File: config.mk
export PLATFORM = sky130hd
export DESIGN_NAME = gcd_control_flat
export DESIGN_NICKNAME = d
export VERILOG_FILES = /design/src/rtl/gcd_pkg.sv /design/src/rtl/gcd_control_if.sv /design/src/rtl/gcd_iter_counter.sv /design/src/rtl/gcd_control.sv /design/src/flat_wrapper.sv
export SDC_FILE = /design/constraint.sdc
export NUM_CORES = 1
export LEC_CHECK = 0
export CAP_MARGIN = 20
export CORE_AREA = 2 2 60 48
export DETAILED_ROUTE_END_ITERATION = 6
export DIE_AREA = 0 0 62 50
export PLACE_DENSITY = 0.84
export REMOVE_ABC_BUFFERS = 1
export SLEW_MARGIN = 40
export SYNTH_ARGS = -nofsm -noshare
export SYNTH_HDL_FRONTEND = slang
export SYNTH_SLANG_ARGS = --single-unit
File: constraint.sdc
create_clock -name clock -period 3 [get_ports clock]
set_input_delay 0.9 -clock clock [delete_from_list [all_inputs] [get_ports clock]]
set_output_delay 0.9 -clock clock [all_outputs]
set_load 0.01 [all_outputs]
File: src/rtl/gcd_pkg.sv
// rtl/gcd_pkg.sv - shared state encoding, mux select constants and data width for the GCD unit
package gcd_pkg;

    localparam int DATA_W = 16;

    localparam logic SEL_DATA_IN = 1'b1;
    localparam logic SEL_SUB     = 1'b0;
    localparam logic SEL_A       = 1'b1;
    localparam logic SEL_B       = 1'b0;

    typedef enum logic [2:0] {
        ST_IDLE,
        ST_LOAD_A,
        ST_LOAD_B,
        ST_RUN,
        ST_DONE,
        ST_ERROR
    } state_e;

endpackage

File: src/rtl/gcd_control_if.sv
// rtl/gcd_control_if.sv - handshake, comparator flag and datapath control bundle of the GCD controller
interface gcd_control_if #(
    parameter int ITER_W = 16
) ();

    logic              start;
    logic              in_valid;
    logic              in_ready;
    logic              less_than;
    logic              equal;
    logic              greater_than;
    logic              sel_in;
    logic              load_a;
    logic              load_b;
    logic              sel_a_in_x;
    logic              sel_a_in_y;
    logic              busy;
    logic              done;
    logic              error;
    logic [ITER_W-1:0] iter_count;

    modport master (
        input  start, in_valid, less_than, equal, greater_than,
        output in_ready, sel_in, load_a, load_b, sel_a_in_x, sel_a_in_y,
        output busy, done, error, iter_count
    );

    modport slave (
        output start, in_valid, less_than, equal, greater_than,
        input  in_ready, sel_in, load_a, load_b, sel_a_in_x, sel_a_in_y,
        input  busy, done, error, iter_count
    );

endinterface

File: src/rtl/gcd_iter_counter.sv
// rtl/gcd_iter_counter.sv - saturating subtraction counter with clear and at-limit flag
module gcd_iter_counter #(
    parameter int                ITER_W   = 16,
    parameter logic [ITER_W-1:0] MAX_ITER = '1
) (
    input  logic              clock,
    input  logic              reset_n,
    input  logic              clear_i,
    input  logic              inc_i,
    output logic [ITER_W-1:0] count_o,
    output logic              at_max_o
);

    logic [ITER_W-1:0] count_q;
    logic [ITER_W-1:0] count_d;

    assign at_max_o = (count_q == MAX_ITER);
    assign count_o  = count_q;

    // Clear wins over increment; increment stops at the limit so the count never wraps.
    always_comb begin
        count_d = count_q;
        if (clear_i) begin
            count_d = '0;
        end else if (inc_i && !at_max_o) begin
            count_d = count_q + 1'b1;
        end
    end

    always_ff @(posedge clock or negedge reset_n) begin
        if (!reset_n) begin
            count_q <= '0;
        end else begin
            count_q <= count_d;
        end
    end

endmodule

File: src/rtl/gcd_control.sv
// rtl/gcd_control.sv - GCD control FSM: operand load handshake and subtract-until-equal iteration
module gcd_control
    import gcd_pkg::*;
#(
    parameter int                ITER_W   = 16,
    parameter logic [ITER_W-1:0] MAX_ITER = '1
) (
    input  logic          clock,
    input  logic          reset_n,
    gcd_control_if.master ctrl
);

    state_e state_q;
    state_e state_d;
    logic   cnt_clear;
    logic   cnt_inc;
    logic   at_max;

    gcd_iter_counter #(
        .ITER_W  (ITER_W),
        .MAX_ITER(MAX_ITER)
    ) u_iter_counter (
        .clock   (clock),
        .reset_n (reset_n),
        .clear_i (cnt_clear),
        .inc_i   (cnt_inc),
        .count_o (ctrl.iter_count),
        .at_max_o(at_max)
    );

    always_ff @(posedge clock or negedge reset_n) begin
        if (!reset_n) begin
            state_q <= ST_IDLE;
        end else begin
            state_q <= state_d;
        end
    end

    // Every output decodes from state_q, so an asynchronous reset clears them all at once.
    always_comb begin
        state_d         = state_q;
        cnt_clear       = 1'b0;
        cnt_inc         = 1'b0;
        ctrl.in_ready   = 1'b0;
        ctrl.sel_in     = SEL_SUB;
        ctrl.load_a     = 1'b0;
        ctrl.load_b     = 1'b0;
        ctrl.sel_a_in_x = SEL_B;
        ctrl.sel_a_in_y = SEL_B;
        ctrl.done       = 1'b0;
        ctrl.error      = 1'b0;
        ctrl.busy       = (state_q != ST_IDLE);

        unique case (state_q)
            ST_IDLE: begin
                if (ctrl.start) begin
                    state_d = ST_LOAD_A;
                end
            end
            ST_LOAD_A: begin
                ctrl.in_ready = 1'b1;
                ctrl.sel_in   = SEL_DATA_IN;
                if (ctrl.in_valid) begin
                    ctrl.load_a = 1'b1;
                    state_d     = ST_LOAD_B;
                end
            end
            ST_LOAD_B: begin
                ctrl.in_ready = 1'b1;
                ctrl.sel_in   = SEL_DATA_IN;
                if (ctrl.in_valid) begin
                    ctrl.load_b = 1'b1;
                    cnt_clear   = 1'b1;
                    state_d     = ST_RUN;
                end
            end
            ST_RUN: begin
                if (ctrl.equal) begin
                    state_d = ST_DONE;
                end else if (at_max) begin
                    state_d = ST_ERROR;
                end else if (ctrl.greater_than) begin
                    ctrl.sel_a_in_x = SEL_A;
                    ctrl.sel_a_in_y = SEL_B;
                    ctrl.load_a     = 1'b1;
                    cnt_inc         = 1'b1;
                end else if (ctrl.less_than) begin
                    ctrl.sel_a_in_x = SEL_B;
                    ctrl.sel_a_in_y = SEL_A;
                    ctrl.load_b     = 1'b1;
                    cnt_inc         = 1'b1;
                end
            end
            ST_DONE: begin
                ctrl.done = 1'b1;
                state_d   = ST_IDLE;
            end
            ST_ERROR: begin
                ctrl.done  = 1'b1;
                ctrl.error = 1'b1;
                state_d    = ST_IDLE;
            end
            default: begin
                state_d = ST_IDLE;
            end
        endcase
    end

endmodule

File: src/flat_wrapper.sv
// flat-port wrapper written by rule: the top's interface ports become plain ports
module gcd_control_flat import gcd_pkg::*;
#(
    parameter int                ITER_W   = 16,
    parameter logic [ITER_W-1:0] MAX_ITER = '1
)
  (clock, reset_n, ctrl_start, ctrl_in_valid, ctrl_less_than, ctrl_equal, ctrl_greater_than, ctrl_in_ready, ctrl_sel_in, ctrl_load_a, ctrl_load_b, ctrl_sel_a_in_x, ctrl_sel_a_in_y, ctrl_busy, ctrl_done, ctrl_error, ctrl_iter_count);
  gcd_control_if #(.ITER_W(ITER_W)) ctrl_i ();
  input  logic clock;
  input  logic reset_n;
  input wire logic [$bits(ctrl_i.start)-1:0] ctrl_start;
  input wire logic [$bits(ctrl_i.in_valid)-1:0] ctrl_in_valid;
  input wire logic [$bits(ctrl_i.less_than)-1:0] ctrl_less_than;
  input wire logic [$bits(ctrl_i.equal)-1:0] ctrl_equal;
  input wire logic [$bits(ctrl_i.greater_than)-1:0] ctrl_greater_than;
  output wire logic [$bits(ctrl_i.in_ready)-1:0] ctrl_in_ready;
  output wire logic [$bits(ctrl_i.sel_in)-1:0] ctrl_sel_in;
  output wire logic [$bits(ctrl_i.load_a)-1:0] ctrl_load_a;
  output wire logic [$bits(ctrl_i.load_b)-1:0] ctrl_load_b;
  output wire logic [$bits(ctrl_i.sel_a_in_x)-1:0] ctrl_sel_a_in_x;
  output wire logic [$bits(ctrl_i.sel_a_in_y)-1:0] ctrl_sel_a_in_y;
  output wire logic [$bits(ctrl_i.busy)-1:0] ctrl_busy;
  output wire logic [$bits(ctrl_i.done)-1:0] ctrl_done;
  output wire logic [$bits(ctrl_i.error)-1:0] ctrl_error;
  output wire logic [$bits(ctrl_i.iter_count)-1:0] ctrl_iter_count;
  assign ctrl_i.start = ctrl_start;
  assign ctrl_i.in_valid = ctrl_in_valid;
  assign ctrl_i.less_than = ctrl_less_than;
  assign ctrl_i.equal = ctrl_equal;
  assign ctrl_i.greater_than = ctrl_greater_than;
  assign ctrl_in_ready = ctrl_i.in_ready;
  assign ctrl_sel_in = ctrl_i.sel_in;
  assign ctrl_load_a = ctrl_i.load_a;
  assign ctrl_load_b = ctrl_i.load_b;
  assign ctrl_sel_a_in_x = ctrl_i.sel_a_in_x;
  assign ctrl_sel_a_in_y = ctrl_i.sel_a_in_y;
  assign ctrl_busy = ctrl_i.busy;
  assign ctrl_done = ctrl_i.done;
  assign ctrl_error = ctrl_i.error;
  assign ctrl_iter_count = ctrl_i.iter_count;
  gcd_control #(.ITER_W(ITER_W), .MAX_ITER(MAX_ITER)) u_core (.clock(clock), .reset_n(reset_n), .ctrl(ctrl_i));
endmodule
Yosys cells after proc, flatten, opt, wreduce, memory -nomap -nowiden --
Index checks and enable logic that the tools add are counted.
Word-level totals: output and inout port bits 25, register bits 19, input port bits 7, logic and storage cells 49
Operators by class: equal/unequal tests 10, multiplexer cells 28, reductions and logical operators 8, $add $sub $neg 1
Operators by type and width (count):
- $mux 16 | 2
- $mux 1 | 18
- $add 16x1->16 const B | 1
- $eq 16x16->1 const B | 1
- $mux 3 | 5
- $pmux 3 s4 | 1
- $eq 3x2->1 const B | 2
- $eq 3x3->1 const B | 2
- $ne 2x2->1 const B | 3
- $pmux 1 s2 | 2
- $reduce_and 4->1 | 1
- $reduce_or 2->1 | 2
- $eq 3x1->1 const B | 1
- $logic_not 3->1 | 1
- $ne 3x3->1 const B | 1
- $reduce_bool 3->1 | 1
- $reduce_bool 2->1 | 1
- $logic_and 1x1->1 | 1
- $logic_not 1->1 | 1

Longest topological paths before layout --
Gate-level depths: netlist (run 1).
depth in word-level cells 8, depth in mapped cells 7, gate-level depth less buffers 5

By module --
A second synthesis (run 1) with hierarchy kept.
Second synthesis, totals: cells, all modules 133, area, all modules 1252.5 um^2
By module, submodules not included:
- gcd_iter_counter | area an instance 959.7 um^2, cells each 102, times used 1, seq. area each 400.4 um^2
- gcd_control | area an instance 292.8 um^2, cells each 31, times used 1, seq. area each 75.1 um^2

Worst setup path before layout (run 1) --
No wires, ideal clock.
path type input-to-output, start point in ctrl_equal, end point out ctrl_load_b, arrival 1.704 ns, buffers on the path 1, slack 0.396 ns, cell stages on the path 4, data required time 2.100 ns, cell sequence and4bb_1 -> buf_6 -> and4b_1 -> nand2b_1
Between the ends: word-level cells in the longest chain between the ends 2
Ends and longest elaborated chain:
- start, declared | RTL line flat_wrapper.sv:14 | input wire logic [$bits(ctrl_i.equal)-1:0] ctrl_equal;
- $mux 1 | RTL line gcd_control.sv:78 | if (ctrl.equal) begin
- $pmux 1 s2 | RTL line gcd_control.sv:54 | unique case (state_q)
- end, declared | RTL line flat_wrapper.sv:19 | output wire logic [$bits(ctrl_i.load_b)-1:0] ctrl_load_b;
No other way between the ends.

Worst setup path in the final report (run 1) --
start point in ctrl_equal, end point out ctrl_load_a
Between the ends: word-level cells in the longest chain between the ends 2
Ends and longest elaborated chain:
- $mux 1
- $pmux 1 s2 | RTL line gcd_control.sv:54
- end, declared | RTL line flat_wrapper.sv:18 | output wire logic [$bits(ctrl_i.load_a)-1:0] ctrl_load_a;
No other way between the ends.

==> flow_summary.ini, run 1 <==
[cts]
worstSkewPairLatency_ps = 290
cts_tree = done
ctsHoldBuffers = 0
clockBufferDepth = 2
clkSinkCount = 19
cts_root_buf = clkbuf_4
path_clk_slew_ps = 100
cts_inserted_buffers = 3
h-tree-depth = 1

[job]
max_cap_violations = 0

[finish]
utilization_pct = 65.2
nets = 174
drive_above_1_share_pct = 14.5
seq_area_sq_um = 475
multiInputGateArea_sq_um = 681
antenna_cells = 0
n_fill_cell = 202
areaGrowthSynthToFinish_pct = 33.2

[sta]
fmax_mhz = 342
rsz0062_at_grt = no
slew_headroom_pct = 66.2
worst_slew_pin_slew_ps = 501
clock_skew_ps = 3.38
setup_tns_ps = 0
finalHoldViolCount = 0
setup_viol_count_final = 0
drv_slew = 0
fin_crit_sh_pct = 97.3
period_minus_slack_ps = 2920

[yosys]
netlist.area_leader.share_pct = 38.8
syn-instance-count = 126
synth-async-reset-ratio_pct = 100
ys.warnings.count = 0
synthTopCellsByArea = dfrtp_1 39%, mux2i_1 8.2%, nand2_1 4.9%
ys_seq_area_share_pct = 38.8
synth_area_per_cell_sq_um = 9.72
ys_types = 42
yosys.area.top_type = dfrtp_1
ys_ff_latch = 19
synth-main-ff-cell = dfrtp_1
netlist_area_sq_um = 1220
synth_edf_count = 0

[global_routing]
grt_pass1_wl_mm = 5.15
grt_overflow = 0
grt_max_degree = 20
antenna_found_initial = 0
grtUsageTotal_pct = 22.0
grt_pass1_vias = 1113

[power_and_ir_drop]
leakage_nw = 0.720
p_per_area_nw_per_um2 = 585
peakVddDrop_mv = 0.442

[drt]
detail-route-antenna-nets = 0
vias = 1156
via_per_inst = 5.75
routed_wl_mm = 3.09
drt_iter0_markers = 84
route.detailed.drc = 0
wl_per_cell_um = 15.4
dr.pass1.iters = 4

[setup_path]
worstSetupPathType = in2out
startpoint_type = input pin
rr_worst_depth = 6
worstPathMaxFanout = 3
arrival_ps = 2020
cp.required_ps = 2100
r2r-start = u_core.state_q[2]
r2r_slack_ps = 950
worstSetupEndpointType = output pin
r2r_end = u_core.u_iter_counter.count_o[8]

[outcome]
status = complete, no violations

[floorplanning]
initial_core_util_pct = 49.0
io_pins = 32
die_y_um = 50
die_area_sq_um = 3100
row_count = 16
fp.dieW_um = 62
core_sq_um = 2500

[hold_path]
hold_class = reg2reg
worstHoldStart = u_core.u_iter_counter.count_o[15]
worstHoldPathCells = 1
worstHoldEndpoint = u_core.u_iter_counter.count_o[15]

[placement]
gp_congestion = 0.844
hpwl_mm = 2.34
io_buffer_count = 31
-- final cells by class --
cell class | count | share of cell area, %
Timing Repair Buffer | 44 | 24.5
Clock buffer | 4 | 1.61
Tap cell | 36 | 2.76
Inverter | 1 | 0.230
Multi-Input combinational cell | 97 | 41.7
Sequential cell | 19 | 29.1
-- synth_stat cells (2+ instances only) --
cell type / count
a21oi_1: 8
and2_1: 2
and3_1: 4
and4_1: 3
and4_4: 2
buf_4: 2
buf_6: 3
clkbuf_1: 2
dfrtp_1: 19
mux2_2: 2
mux2i_1: 10
nand2_1: 16
nand2b_1: 4
nand3_1: 4
nand4_1: 4
nor2_1: 2
nor3_1: 3
nor4_1: 2
o21ai_0: 4
o31ai_1: 3
or3_1: 4
or4_1: 3
-- cell usage in the layout, fill, tap and decap left out, drive strengths merged, types with 3 or more instances in the layout --
cell type and instances:
or3 4, or4 3, nand2b 4, nand2 16
and3 4, buf 14, dfrtp 19, and4 5
nor3 3, nand3 4, mux2i 10, clkdlybuf4s50 26
nand4 5, a21oi 8, clkbuf 4, o31ai 3
o21ai 4
-- worst max-delay path, cell delays in order --
cell,delay [ps]
dlygate4sd2_1,250
and4bb_1,290
buf_4,130
a32oi_1,80
nor3b_1,210
buf_2,160
-- how the worst max path moves through the flow --
stage | from | endpoint | slack, ps | depth (start not counted)
6_report | ctrl_equal | ctrl_load_a | 80 | 6
4_1_cts | ctrl_greater_than | ctrl_load_b | 80 | 4
2_1_floorplan | ctrl_equal | ctrl_load_a | 300 | 3
3_5_place_dp | ctrl_equal | ctrl_load_a | -450 | 5
3_3_place_gp | ctrl_equal | ctrl_load_a | -360 | 5
5_1_grt | ctrl_equal | ctrl_load_a | 10 | 6
-- state kept, by name, indices dropped and copies added, names as in the netlist --
| name | cells |
|---|---|
| u_core.u_iter_counter.count_o | 16 |
| u_core.state_q | 3 |
-- stage by stage --
step / total power [mW] / hold WS (ps) / instance area, sq um / std cells / setup WS [ps]
floorplan: 0.574 / 526 / 1160 / 117 / 303
global placement: 0.794 / 488 / 1600 / 195 / -365
detailed placement: 0.822 / 501 / 1600 / 195 / -452
CTS: 0.948 / 516 / 1620 / 200 / 79.6
global route: 1.01 / 531 / 1630 / 201 / 12.5
finish: 0.954 / 515 / 1630 / 201 / 79.7
-- logic make-up (layout without fill, tap and decap cells) --
group / count (synthesis) / count (layout) / synth area share [%]
xor+xnor: 1 / 1 / 0.715
buf+inv: 10 / 49 / 5.62
fa+ha+maj: 1 / 1 / 1.02
mux: 12 / 12 / 10.0
simple gates: 63 / 63 / 31.7
flops: 19 / 19 / 38.8
compound gates: 20 / 20 / 12.2
-- per-layer routing --
| layer | share of wire, % | up-vias | GRT usage, % |
|---|---|---|---|
| met4 | 0.81 | 0 | 5.67 |
| met3 | 4.9 | 4 | 6.82 |
| met5 | 0 | - | 0 |
| met2 | 51 | 37 | 35.4 |
| met1 | 43 | 563 | 28.0 |
| li1 | - | 552 | - |
-- power breakdown --
| part | switching (mW) | leakage (nW) | internal (mW) |
|---|---|---|---|
| Clock | 0.0775 | 0.0150 | 0.0518 |
| Sequential | 0.0575 | 0.259 | 0.291 |
| Combinational | 0.218 | 0.446 | 0.258 |
-- timing repair --
item                       4_1_cts  5_1_grt
pin swaps                        2        0
resized for setup               10        0
setup endpoints to repair        4        1
cloned                           0        0
setup buffers                    1        1
Power figures use the tool's default switching activity.
==> run 2, diff against run 1 <==
==> constraint.sdc (replaced) <==
create_clock -name clock -period 3.45 [get_ports clock]
set_input_delay 1.035 -clock clock [delete_from_list [all_inputs] [get_ports clock]]
set_output_delay 1.035 -clock clock [all_outputs]
set_load 0.01 [all_outputs]
==> run 2 against run 1 <==
Largest cell class unchanged. Sequential power fell by 11%. Die area did not move. Critical path depth is 2 lower. Global-route usage increased by 0.32 points. Final area decreased by 1.2%. Clock power decreased by 11%. Via count increased by 0.78%. Critical path type unchanged. Clock-buffer cell count shrank 1. Worst setup slack better by 260 ps. Critical endpoint unchanged. Core utilization decreased by 0.80 points. Hold slack got worse by 0.61 ps.
==> flow_summary.ini, run 2 (synthesis gave the netlist of run 1 again) <==
[outcome]
status = complete, no violations

[finish]
drive_above_1_share_pct = 16.7
n_fill_cell = 198
largest_register_ffs = 16
layout_commonest_cell = clkdlybuf4s50_1
final_cell_mix = 25 x clkdlybuf4s50_1, 19 x dfrtp_1, 16 x nand2_1
antenna_cells = 0
nets = 171
utilization_pct = 64.4
multiInputGateArea_sq_um = 693
areaGrowthSynthToFinish_pct = 31.6
seq_area_sq_um = 475

[floorplanning]
io_pins = 32
fp.dieW_um = 62
row_count = 16
core_sq_um = 2500
initial_core_util_pct = 49.0
die_y_um = 50
die_area_sq_um = 3100

[hold_path]
hold_class = reg2reg
worstHoldStart = u_core.u_iter_counter.count_o[15]
worstHoldPathCells = 1
worstHoldEndpoint = u_core.u_iter_counter.count_o[15]

[cts]
h-tree-depth = 1
cts_root_buf = clkbuf_4
cts_inserted_buffers = 3
ctsHoldBuffers = 0
clkSinkCount = 19
cts_tree = done
path_clk_slew_ps = 100
clockBufferDepth = 2
worstSkewPairLatency_ps = 310

[sta]
fmax_mhz = 321
setup_tns_ps = 0
finalHoldWorstSlack_ps = 514
drv_slew = 0
clock_skew_ps = 20.6
finalHoldViolCount = 0
fin_crit_sh_pct = 90.2
rsz0062_at_grt = no
slew_headroom_pct = 72.9
setup_viol_count_final = 0
worst_slew_pin_slew_ps = 401
worst_slack_ps = 337
period_minus_slack_ps = 3110

[placement]
hpwl_mm = 2.36
pre_cts_ws_ps = -291
gp_congestion = 0.814
io_buffer_count = 31

[setup_path]
critPathBufInv = 2
crit_chain = clkdlybuf4s50_1, a32oi_2, nor3b_2, buf_2
r2r_end = u_core.state_q[1]
startpoint_type = input pin
r2r_slack_ps = 1340
critPathSlowestCell = clkdlybuf4s50_1
cp_top_family = buffers and inverters
worstSetupEndpointType = output pin
arrival_ps = 2080
rr_worst_depth = 6
critPathMaxStageDelay_ps = 540
worstSetupPathType = in2out
worstPathMaxFanout = 3
cp.required_ps = 2410
r2r-start = u_core.u_iter_counter.count_o[0]

[drt]
detail-route-antenna-nets = 0
vias = 1165
via_per_inst = 5.88
route.detailed.drc = 0
routed_wl_mm = 3.12
drt_iter0_markers = 117
wl_per_cell_um = 15.7
dr.pass1.iters = 4

[global_routing]
grt_pass1_vias = 1089
grt_overflow = 0
antenna_found_initial = 0
grtUsageTotal_pct = 22.3
grt_pass1_wl_mm = 5.09
grt_max_degree = 20

[power_and_ir_drop]
leakage_nw = 0.718
clock_power_share_pct = 13.9
p_sw_mw = 0.312
peakVddDrop_mv = 0.453
pwr-share-seq_pct = 37.7
p_per_area_nw_per_um2 = 512
p_comb_share_pct = 48.3
power_mw = 0.825
p_sw_share_pct = 37.8
p_int_mw = 0.513

[job]
max_cap_violations = 0
[run 2: how the worst max path moves through the flow]
| stage | start | to | cells past startpoint |
|---|---|---|---|
| finish | ctrl_greater_than | ctrl_load_a | 4 |
| global route | ctrl_greater_than | ctrl_load_a | 4 |
| CTS | ctrl_equal | ctrl_load_a | 6 |
| detailed placement | ctrl_equal | ctrl_load_a | 5 |
| global placement | ctrl_equal | ctrl_load_a | 5 |
| floorplan | ctrl_equal | ctrl_load_a | 3 |
[run 2: layout make-up]
cell class | instances | area share [%]
multi-input cells | 97 | 43.0
flip-flops and latches | 19 | 29.5
repair buffers | 41 | 22.7
well taps | 36 | 2.80
clock buffers | 3 | 1.40
clock inverters | 1 | 0.311
inverters | 1 | 0.233
[run 2: power groups by stage]
stage	Clock (mW)	Combinational [mW]	Sequential (mW)
detailed placement	0	0.391	0.312
global route	0.130	0.430	0.318
floorplan	0	0.198	0.301
CTS	0.119	0.389	0.308
finish	0.115	0.399	0.311
global placement	0	0.376	0.305
[run 2: stage by stage]
step	area, sq um	cells
floorplan	1160	117
global placement	1580	192
detailed placement	1580	192
CTS	1610	197
global route	1610	198
finish	1610	198
[run 2: metal layers]
metal,up-vias,global-route usage [%],share of wire [%]
li1,547,-,-
met1,558,28.7,43
met2,52,35.1,48
met3,8,5.77,5.9
met4,0,8.51,2.4
met5,-,0,0
[run 2: worst reg2reg max path, delay by kind of cell, from the launching register on]
kind | cells | cell delay [ps]
buffers and inverters | 1 | 220
adder cells (fa/ha/maj) | 1 | 230
AO/OA/AOI/OAI | 1 | 280
AND/OR/NAND/NOR | 2 | 440
multiplexers | 1 | 360
flip-flops | 1 | 460
[run 2: repair_timing]
item / in CTS / in global routing
gates resized for setup: 6 / 8
endpoints found under the setup margin: 4 / 1
pin swaps: 1 / 2
endpoints found under the hold margin: 0 / 0
setup buffers: 1 / 1
